[config.mk]
export PLATFORM = sky130hd
export DESIGN_NAME = sevenseg_capture
export DESIGN_NICKNAME = d
export VERILOG_FILES = /design/src/rtl/sevenseg_pkg.sv /design/src/rtl/sevenseg_sync.sv /design/src/rtl/sevenseg_capture.sv
export SDC_FILE = /design/constraint.sdc
export NUM_CORES = 1
export LEC_CHECK = 0
export BUFFER_PORTS_ARGS = -buffer_cell sky130_fd_sc_hd__buf_2
export CORE_MARGIN = 3
export CORE_UTILIZATION = 35
export DETAILED_ROUTE_END_ITERATION = 10
export GPL_TIMING_DRIVEN = 1
export SLEW_MARGIN = 20
export SYNTH_ARGS = -nofsm -noshare
export SYNTH_HDL_FRONTEND = slang
export SYNTH_SLANG_ARGS = --single-unit
[constraint.sdc]
create_clock -name wb_clk_i -period 3.4 [get_ports wb_clk_i]
set_clock_uncertainty 0.1 [all_clocks]
set_input_delay 0.68 -clock wb_clk_i [delete_from_list [all_inputs] [get_ports wb_clk_i]]
set_output_delay 0.68 -clock wb_clk_i [all_outputs]
set_load 0.005 [all_outputs]
[src/rtl/sevenseg_pkg.sv]
// Shared seven-segment definitions: segment bit positions, glyph encodings for
// hex digits, the pattern-to-nibble decoder and the capture buffer states.
package sevenseg_pkg;

   localparam int SEG_BIT_A = 0;
   localparam int SEG_BIT_B = 1;
   localparam int SEG_BIT_C = 2;
   localparam int SEG_BIT_D = 3;
   localparam int SEG_BIT_E = 4;
   localparam int SEG_BIT_F = 5;
   localparam int SEG_BIT_G = 6;

   // Encodings are gfedcba, 1 = lit.
   localparam logic [6:0] SEG_0 = 7'h3F;
   localparam logic [6:0] SEG_1 = 7'h06;
   localparam logic [6:0] SEG_2 = 7'h5B;
   localparam logic [6:0] SEG_3 = 7'h4F;
   localparam logic [6:0] SEG_4 = 7'h66;
   localparam logic [6:0] SEG_5 = 7'h6D;
   localparam logic [6:0] SEG_6 = 7'h7D;
   localparam logic [6:0] SEG_7 = 7'h07;
   localparam logic [6:0] SEG_8 = 7'h7F;
   localparam logic [6:0] SEG_9 = 7'h6F;
   localparam logic [6:0] SEG_A = 7'h77;
   localparam logic [6:0] SEG_B = 7'h7C;
   localparam logic [6:0] SEG_C = 7'h39;
   localparam logic [6:0] SEG_D = 7'h5E;
   localparam logic [6:0] SEG_E = 7'h79;
   localparam logic [6:0] SEG_F = 7'h71;

   typedef struct packed {
      logic       err;
      logic [3:0] nibble;
   } seg_dec_t;

   typedef enum logic {
      BUF_EMPTY = 1'b0,
      BUF_FULL  = 1'b1
   } buf_state_t;

   // Unknown glyphs (including blank) decode to 0 with err set.
   function automatic seg_dec_t seg_decode(input logic [6:0] seg);
      seg_dec_t r;
      r.err    = 1'b0;
      r.nibble = 4'h0;
      case (seg)
         SEG_0:   r.nibble = 4'h0;
         SEG_1:   r.nibble = 4'h1;
         SEG_2:   r.nibble = 4'h2;
         SEG_3:   r.nibble = 4'h3;
         SEG_4:   r.nibble = 4'h4;
         SEG_5:   r.nibble = 4'h5;
         SEG_6:   r.nibble = 4'h6;
         SEG_7:   r.nibble = 4'h7;
         SEG_8:   r.nibble = 4'h8;
         SEG_9:   r.nibble = 4'h9;
         SEG_A:   r.nibble = 4'hA;
         SEG_B:   r.nibble = 4'hB;
         SEG_C:   r.nibble = 4'hC;
         SEG_D:   r.nibble = 4'hD;
         SEG_E:   r.nibble = 4'hE;
         SEG_F:   r.nibble = 4'hF;
         default: r.err    = 1'b1;
      endcase
      return r;
   endfunction

endpackage

[src/rtl/sevenseg_sync.sv]
// Two-flop synchronizer for a bus of independent asynchronous lines; both
// stages clear to 0 on reset.
module sevenseg_sync #(
   parameter int W = 1
) (
   input  logic         clk,
   input  logic         rst_n,
   input  logic [W-1:0] d,
   output logic [W-1:0] q
);

   logic [W-1:0] meta;

   always_ff @(posedge clk or negedge rst_n) begin
      if (!rst_n) begin
         meta <= '0;
         q    <= '0;
      end else begin
         meta <= d;
         q    <= meta;
      end
   end

endmodule

[src/rtl/sevenseg_capture.sv]
// Samples a multiplexed seven-segment bus, decodes each stably driven digit
// into a shadow frame and hands complete frames out over valid/ready.
module sevenseg_capture
   import sevenseg_pkg::*;
#(
   parameter int NUM_DIGITS     = 4,
   parameter int STABLE_CYCLES  = 4,
   parameter int SEG_ACTIVE_LOW = 0,
   parameter int DIG_ACTIVE_LOW = 0
) (
   input  logic                    wb_clk_i,
   input  logic                    wb_rst_n_i,
   input  logic [6:0]              seg_i,
   input  logic                    dp_i,
   input  logic [NUM_DIGITS-1:0]   dig_i,
   output logic                    frame_valid_o,
   input  logic                    frame_ready_i,
   output logic [4*NUM_DIGITS-1:0] digits_o,
   output logic [NUM_DIGITS-1:0]   dp_o,
   output logic                    frame_err_o,
   output logic                    overrun_o,
   output logic                    mhot_o
);

   localparam int SW  = 8 + NUM_DIGITS;
   localparam int CW  = $clog2(STABLE_CYCLES + 1);
   localparam int SLW = (NUM_DIGITS > 1) ? $clog2(NUM_DIGITS) : 1;

   logic [SW-1:0]                  smp, smp_prev;
   logic [6:0]                     seg_n;
   logic                           dp_n;
   logic [NUM_DIGITS-1:0]          dig_n;
   logic [CW-1:0]                  cnt, cnt_next;
   logic                           diff, stable;
   logic                           one_hot, multi_hot, capture, complete;
   logic [SLW-1:0]                 slot;
   seg_dec_t                       dec;
   logic [NUM_DIGITS-1:0]          cap;
   logic [NUM_DIGITS-1:0][3:0]     sh_nib;
   logic [NUM_DIGITS-1:0]          sh_dp;
   logic                           sh_err;
   buf_state_t                     state, state_next;
   logic                           xfer, load;

   sevenseg_sync #(.W(SW)) u_sync (
      .clk   (wb_clk_i),
      .rst_n (wb_rst_n_i),
      .d     ({dig_i, dp_i, seg_i}),
      .q     (smp)
   );

   assign seg_n = (SEG_ACTIVE_LOW != 0) ? ~smp[6:0]    : smp[6:0];
   assign dp_n  = (SEG_ACTIVE_LOW != 0) ? ~smp[7]      : smp[7];
   assign dig_n = (DIG_ACTIVE_LOW != 0) ? ~smp[SW-1:8] : smp[SW-1:8];

   // A sample counts as stable exactly once per run, on the cycle the run
   // length reaches STABLE_CYCLES; the counter then saturates above it.
   always_comb begin
      diff = (smp != smp_prev);
      if (diff)
         cnt_next = '0;
      else if (cnt == CW'(STABLE_CYCLES))
         cnt_next = cnt;
      else
         cnt_next = cnt + 1'b1;
      stable = (cnt_next == CW'(STABLE_CYCLES - 1)) &&
               (diff || (cnt != CW'(STABLE_CYCLES - 1)));
   end

   always_comb begin
      slot = '0;
      for (int k = 0; k < NUM_DIGITS; k++)
         if (dig_n[k]) slot = SLW'(k);
      one_hot   = $onehot(dig_n);
      multi_hot = (dig_n != '0) && !one_hot;
   end

   assign dec      = seg_decode(seg_n);
   assign capture  = stable && one_hot && !cap[slot];
   assign complete = &cap;

   always_ff @(posedge wb_clk_i or negedge wb_rst_n_i) begin
      if (!wb_rst_n_i) begin
         smp_prev <= '0;
         cnt      <= '0;
         cap      <= '0;
         sh_nib   <= '0;
         sh_dp    <= '0;
         sh_err   <= 1'b0;
         mhot_o   <= 1'b0;
      end else begin
         smp_prev <= smp;
         cnt      <= cnt_next;
         mhot_o   <= stable && multi_hot;
         if (complete) begin
            cap    <= '0;
            sh_err <= 1'b0;
         end else if (capture) begin
            cap[slot]    <= 1'b1;
            sh_nib[slot] <= dec.nibble;
            sh_dp[slot]  <= dp_n;
            if (dec.err) sh_err <= 1'b1;
         end
      end
   end

   // Handshake: a frame transfers on any rising edge where frame_valid_o and
   // frame_ready_i are both high; while valid && !ready the outputs hold.
   // A completing frame may load in the same cycle an older one transfers.
   always_comb begin
      state_next = state;
      xfer       = (state == BUF_FULL) && frame_ready_i;
      load       = complete && ((state == BUF_EMPTY) || xfer);
      case (state)
         BUF_EMPTY: if (load) state_next = BUF_FULL;
         BUF_FULL:  if (xfer && !load) state_next = BUF_EMPTY;
         default:   state_next = BUF_EMPTY;
      endcase
   end

   always_ff @(posedge wb_clk_i or negedge wb_rst_n_i) begin
      if (!wb_rst_n_i) state <= BUF_EMPTY;
      else             state <= state_next;
   end

   assign frame_valid_o = (state == BUF_FULL);

   always_ff @(posedge wb_clk_i or negedge wb_rst_n_i) begin
      if (!wb_rst_n_i) begin
         digits_o    <= '0;
         dp_o        <= '0;
         frame_err_o <= 1'b0;
         overrun_o   <= 1'b0;
      end else begin
         overrun_o <= complete && !load;
         if (load) begin
            digits_o    <= sh_nib;
            dp_o        <= sh_dp;
            frame_err_o <= sh_err;
         end
      end
   end

endmodule

== After elaboration in Yosys (flattened, before gate mapping) ==
Index checks and enable logic that the tools add are counted.

* Bits in registers: 88
* Input port bits: 15
* Output and inout port bits: 24
* Logic and storage cells: 91

* Add/subtract/negate cells: 4
* Magnitude comparators: 2
* Equal/unequal tests: 22
* Mux-type cells: 22
* Bitwise operators: 3
* Reduce and logical (&&, ||, !) cells: 21

{| class="wikitable"
|+ Operators with widths
! cell !! count
|-
| $eq 7x7->1 const B || 12
|-
| $pmux 4 s15 || 1
|-
| $bwmux 16 || 1
|-
| $reduce_or 16->1 || 1
|-
| $eq 7x3->1 const B || 2
|-
| $eq 7x6->1 const B || 2
|-
| $mux 4 || 3
|-
| $ne 12x12->1 || 1
|-
| $logic_and 1x1->1 || 10
|-
| $demux 4 s2 || 1
|-
| $mux 1 || 8
|-
| $mux 3 || 2
|-
| $add 1x1->2 || 2
|-
| $bwmux 4 || 1
|-
| $mux 2 || 2
|-
| $or 4x4->4 || 1
|-
| $reduce_and 2->1 || 2
|-
| $reduce_and 4->1 || 1
|-
| $reduce_bool 4->1 || 1
|-
| $add 2x2->3 || 1
|-
| $add 3x1->3 const B || 1
|-
| $eq 3x1->1 const B || 1
|-
| $eq 3x2->1 const B || 1
|-
| $eq 3x3->1 const B || 1
|-
| other kinds (11) || 15
|}

== Logic depth before layout (Yosys ltp) ==
* Depth after elaboration: 10
* Depth in mapped cells: 10
* Gate-level depth less buffers: 10

== Cells and area by module ==
A second synthesis with hierarchy kept.

* Cell total of the unflattened synthesis: 258
* Area total of the unflattened synthesis: 3525.9 µm²

{| class="wikitable"
|+ Modules (own cells, without submodules)
! module !! times used !! cells an instance !! area an instance (µm²) !! sequential area each (µm²)
|-
| sevenseg_capture || 1 || 234 || 2925.3 || 1601.5
|-
| sevenseg_sync || 1 || 24 || 600.6 || 600.6
|}

== Worst setup path before layout ==
OpenSTA, ideal clock, no wires.

* Path type: flip-flop to flip-flop
* Start point: reg u_sync.q[9]
* End point: reg sh_dp[1]
* Setup time: 0.125 ns
* Arrival: 2.665 ns
* Required time: 3.175 ns
* Path slack: 0.511 ns
* Cell stages (with the launch flop): 11
* Path buffers: 0
* Period minus slack after synthesis: 2.889 ns
* Cell sequence: dfrtp_1 > inv_1 > fa_1 > inv_1 > ha_1 > ha_1 > nor3b_1 > nand4_1 > nor4_4 > nand4b_2 > mux2_2

* Cells in the longest elaborated chain, start to end: 8
* Elaborated cells on any way between the ends: 23
* Those cells by class: add/sub: 2; order compare: 2; eq/ne: 3; mux: 9; reduce/logical: 7

{| class="wikitable"
|+ RTL lines
! what !! RTL line !! text
|-
| start, declared || sevenseg_sync.sv:9 || <nowiki>output logic [W-1:0] q</nowiki>
|-
| start signal, assigned || sevenseg_sync.sv:20 || <nowiki>q <= meta;</nowiki>
|-
| $mux 1 || sevenseg_capture.sv:73 || <nowiki>if (dig_n[k]) slot = SLW'(k);</nowiki>
|-
| $mux 2 (2 in a row) || sevenseg_capture.sv:73 ||
|-
| $lt 2x3->1 (implied by the code), or another cell as far along || sevenseg_capture.sv:101 || <nowiki>sh_dp[slot] <= dp_n;</nowiki>
|-
| $logic_and 1x1->1 (implied by the code) or $mux 1 (tied branches) || sevenseg_capture.sv:101, sevenseg_capture.sv:79 ||
|-
| $mux 1 (implied by the code) or $logic_not 1->1 (tied branches) || sevenseg_capture.sv:101, sevenseg_capture.sv:79 ||
|-
| $demux 1 s2 or $logic_and 1x1->1 (tied branches) || sevenseg_capture.sv:101, sevenseg_capture.sv:79 ||
|-
| $bwmux 4 or $reduce_and 2->1 (tied branches) || -- ||
|-
| end signal, assigned by index || sevenseg_capture.sv:101 ||
|-
| end, declared || sevenseg_capture.sv:40 || <nowiki>logic [NUM_DIGITS-1:0] sh_dp;</nowiki>
|}

Several ways; a longest one is shown, not always the timed one. The select of a mux whose other input is x is not followed.
A chain may end at the register's enable or synchronous reset.

== Final worst setup path ==
* Start point: reg u_sync.q[11]
* End point: reg sh_dp[1]

* Cells in the longest elaborated chain, start to end: 7
* Elaborated cells on any way between the ends: 21
* Those cells by class: add/sub: 2; order compare: 2; eq/ne: 3; mux: 7; reduce/logical: 7

{| class="wikitable"
|+ RTL lines
! what !! RTL line !! text
|-
| $ne 12x12->1 || sevenseg_capture.sv:59 || <nowiki>diff = (smp != smp_prev);</nowiki>
|-
| $mux 3 || sevenseg_capture.sv:60 || <nowiki>if (diff)</nowiki>
|-
| $eq 3x2->1 || sevenseg_capture.sv:66 || <nowiki>stable = (cnt_next == CW'(STABLE_CYCLES - 1)) &&</nowiki>
|-
| $logic_and 1x1->1 || sevenseg_capture.sv:66 ||
|-
| $logic_and 1x1->1 (2 in a row) || sevenseg_capture.sv:79 || <nowiki>assign capture = stable && one_hot && !cap[slot];</nowiki>
|-
| $reduce_and 2->1 (no line) || -- ||
|}

Several ways; a longest one is shown, not always the timed one. The select of a mux whose other input is x is not followed.

==> impl_metrics.env <==
export IMPL_stdcell_count=439
export IMPL_synthArstFlopShare_pct=100
export IMPL_final_cell_mix="dfrtp_1 (88), mux2_2 (41), buf_2 (37)"
export IMPL_setup_tns_ns=0
export IMPL_fill_cells=907
export IMPL_syn_nets=281
export IMPL_grt_use_total_pct=12.3
export IMPL_period_minus_slack_ns=3.18
export IMPL_critPathSlowestCell="dfrtp_1"
export IMPL_r2r_end="sh_dp[1]$_DFFE_PN0P_"
export IMPL_area_growth_pct=15.8
export IMPL_slew_viol_final=0
export IMPL_yosys_warnings=0
export IMPL_cts_clk_slew_worst_paths_ns=0.08
export IMPL_drtPass1Iterations=4
export IMPL_cts_resized=0
export IMPL_path_buf_inv=2
export IMPL_worstMarginPinSlew_ns=0.775
export IMPL_syn_area_sq_um=3530
export IMPL_finalSetupViolations=0
export IMPL_hold_viol=0
export IMPL_crit_type="reg -> reg"
export IMPL_synth_ff_type="dfrtp_1"
export IMPL_postSynthCellCount=259
export IMPL_antenna_found_initial=0
export IMPL_clkLatencyLatePin_ns=0.36
export IMPL_max_stage_delay_ns=0.49
export IMPL_grt_overflow=0
export IMPL_die_w_um=106
export IMPL_placementRows=36
export IMPL_synth_edff_count=0
export IMPL_diodes=0
export IMPL_clk_path_buf_depth=2
export IMPL_grt_pass1_vias=2175
export IMPL_leakage_nw=2.03
export IMPL_ctsHoldBuffers=0
export IMPL_ys_ff_latch=88
export IMPL_cts_sinks=88
export IMPL_cp_required_ns=3.54
export IMPL_wire_per_inst_um=13.8
export IMPL_ys_seq_area_share_pct=62.4
export IMPL_critPathLaunchType="register"
export IMPL_port_buffers=38
export IMPL_nets=324
export IMPL_critPathTopFamily="simple AND/OR/NAND/NOR gates"
export IMPL_ir_drop_uv=181
export IMPL_die_area_sq_um=11300
export IMPL_coreArea_sq_um=9770
export IMPL_cts_tree="yes"
export IMPL_post_route_period_util_pct=93.5
export IMPL_reg2reg_from="u_sync.q[11]$_DFF_PN0_"
export IMPL_final_common_cell="dfrtp_1"
export IMPL_drcViolationCount=0
export IMPL_dp_cells=424
export IMPL_initial_core_util_pct=36.1
export IMPL_post_cts_setup_buffers=0
export IMPL_cp_end_kind="register"
export IMPL_antenna_left=0
export IMPL_vias=2054
export IMPL_rsz0062_at_grt="false"
export IMPL_dp_hpwl_um=4130
export IMPL_finalPower_mw=1.96
export IMPL_crit_fanout=7
export IMPL_cts_htree_levels=3
export IMPL_maxCapViolations=0
export IMPL_grt_start_max_net_pins=89
export IMPL_routabilityCongestion=0.789
export IMPL_hold_class="in -> async"
export IMPL_cts_buffers=9
export IMPL_avgSynthCellArea_sq_um=13.6
export IMPL_maxSlewHeadroom_pct=48.3
export IMPL_fmax_ghz=0.315
export IMPL_status="finished clean"
export IMPL_ff2ff_path_depth=10
export IMPL_r2r_slack_ns=0.22
export IMPL_wl_um=6040
export IMPL_die_y_um=106
export IMPL_cellPowerDensity_nw_per_um2=480
export IMPL_grt_first_pass_wirelength_um=10900
export IMPL_via_per_inst=4.68
export IMPL_drive_above_1_share_pct=34.6
export IMPL_path_cells="inv_1 > fa_1 > inv_1 > ha_1 > ha_1 > nor3b_1 > nand4_1 > nor4_4 > nand4b_2 > mux2_2"
export IMPL_drt_iter0_markers=119
export IMPL_cp_arrival_ns=3.32
export IMPL_ys_types=44
export IMPL_io_pins=39
export IMPL_clockRootBuffer="clkbuf_8"
Yosys cell counts, drive strengths merged, types with 3 or more instances:
| cell type | number | share of area (%) |
|---|---|---|
| mux2 | 41 | 13 |
| nor3b | 3 | 0.64 |
| nor2b | 4 | 0.71 |
| clkbuf | 3 | 0.32 |
| buf | 6 | 0.99 |
| xnor2 | 14 | 3.7 |
| ha | 6 | 2.1 |
| and2 | 3 | 0.53 |
| nand2 | 22 | 2.3 |
| dfrtp | 88 | 62 |
| nor2 | 13 | 1.4 |
| inv | 10 | 1.1 |
| nand4 | 7 | 1.6 |
| o21ai | 3 | 0.43 |
| a21oi | 4 | 0.57 |
| nand3 | 4 | 0.85 |
| nor3 | 3 | 0.43 |
cell type report:
cell class | count | area, sq um | share of cell area, %
Clock buffer | 10 | 138 | 3.37
Timing Repair Buffer | 41 | 219 | 5.36
Multi-Input combinational cell | 152 | 1240 | 30.4
Tap cell | 133 | 166 | 4.07
Clock inverter | 5 | 81.3 | 1.99
Inverter | 10 | 37.5 | 0.919
Sequential cell | 88 | 2200 | 53.9
how the worst max path moves through the flow:
stage | start | end | slack (ns) | depth (start not counted)
2_1_floorplan | u_sync.q[9]$_DFF_PN0_ | sh_dp[1]$_DFFE_PN0P_ | 0.51 | 10
3_3_place_gp | u_sync.q[11]$_DFF_PN0_ | sh_nib[6]$_DFFE_PN0P_ | 0.34 | 10
3_5_place_dp | u_sync.q[9]$_DFF_PN0_ | sh_nib[15]$_DFFE_PN0P_ | 0.25 | 10
4_1_cts | u_sync.q[11]$_DFF_PN0_ | sh_nib[12]$_DFFE_PN0P_ | 0.24 | 10
5_1_grt | u_sync.q[9]$_DFF_PN0_ | sh_nib[12]$_DFFE_PN0P_ | 0.04 | 10
6_report | u_sync.q[11]$_DFF_PN0_ | sh_dp[1]$_DFFE_PN0P_ | 0.22 | 10
sequential cells by signal, indices dropped and copies added, names as in the netlist:
| signal | count |
|---|---|
| sh_dp | 4 |
| sh_nib | 16 |
| frame_err_o | 1 |
| u_sync.q | 12 |
| mhot_o | 1 |
| u_sync.meta | 12 |
| frame_valid_o | 1 |
| dp_o | 4 |
| smp_prev | 12 |
| cnt | 3 |
| cap | 4 |
| digits_o | 16 |
| overrun_o | 1 |
| sh_err | 1 |
power breakdown:
group	leakage [nW]	internal [mW]	switching (mW)
clock	0.108	0.430	0.355
combinational	0.775	0.0339	0.0492
sequential	1.15	1.07	0.0263
total	2.03	1.53	0.430
metrics by stage:
step / util (%) / hold WS [ns] / worst slack [ns] / area, sq um
2_1_floorplan: - / 0.231 / 0.511 / 3530
3_3_place_gp: 39.5 / 0.231 / 0.343 / 3860
3_5_place_dp: 39.5 / 0.236 / 0.249 / 3860
4_1_cts: 41.8 / 0.255 / 0.240 / 4080
5_1_grt: 41.8 / 0.268 / 0.0442 / 4090
6_report: 41.8 / 0.244 / 0.220 / 4090
per-layer routing:
metal / vias to the layer above / GRT usage (%) / share of wire [%]
li1: 985 / - / -
met1: 1018 / 16.6 / 46
met2: 42 / 18.8 / 48
met3: 9 / 4.07 / 4.9
met4: 0 / 3.89 / 1.6
met5: - / 0 / 0
cells by family after synthesis:
| group | share of synthesized area (%) |
|---|---|
| mux | 13.1 |
| simple gates | 12.1 |
| compound gates | 3.65 |
| buf+inv | 2.38 |
| fa+ha+maj | 2.70 |
| xor+xnor | 3.69 |
| flops | 62.4 |
worst register-to-register path, stage by stage (launching register included):
cell and delay [ns]:
dfrtp_1 0.49, inv_1 0.12, fa_1 0.49, inv_1 0.04, ha_1 0.17, ha_1 0.26, nor3b_1 0.27, nand4_1 0.27
nor4_4 0.27, nand4b_2 0.26, mux2_2 0.34
Note: power is estimated with default switching activity, not from simulation.
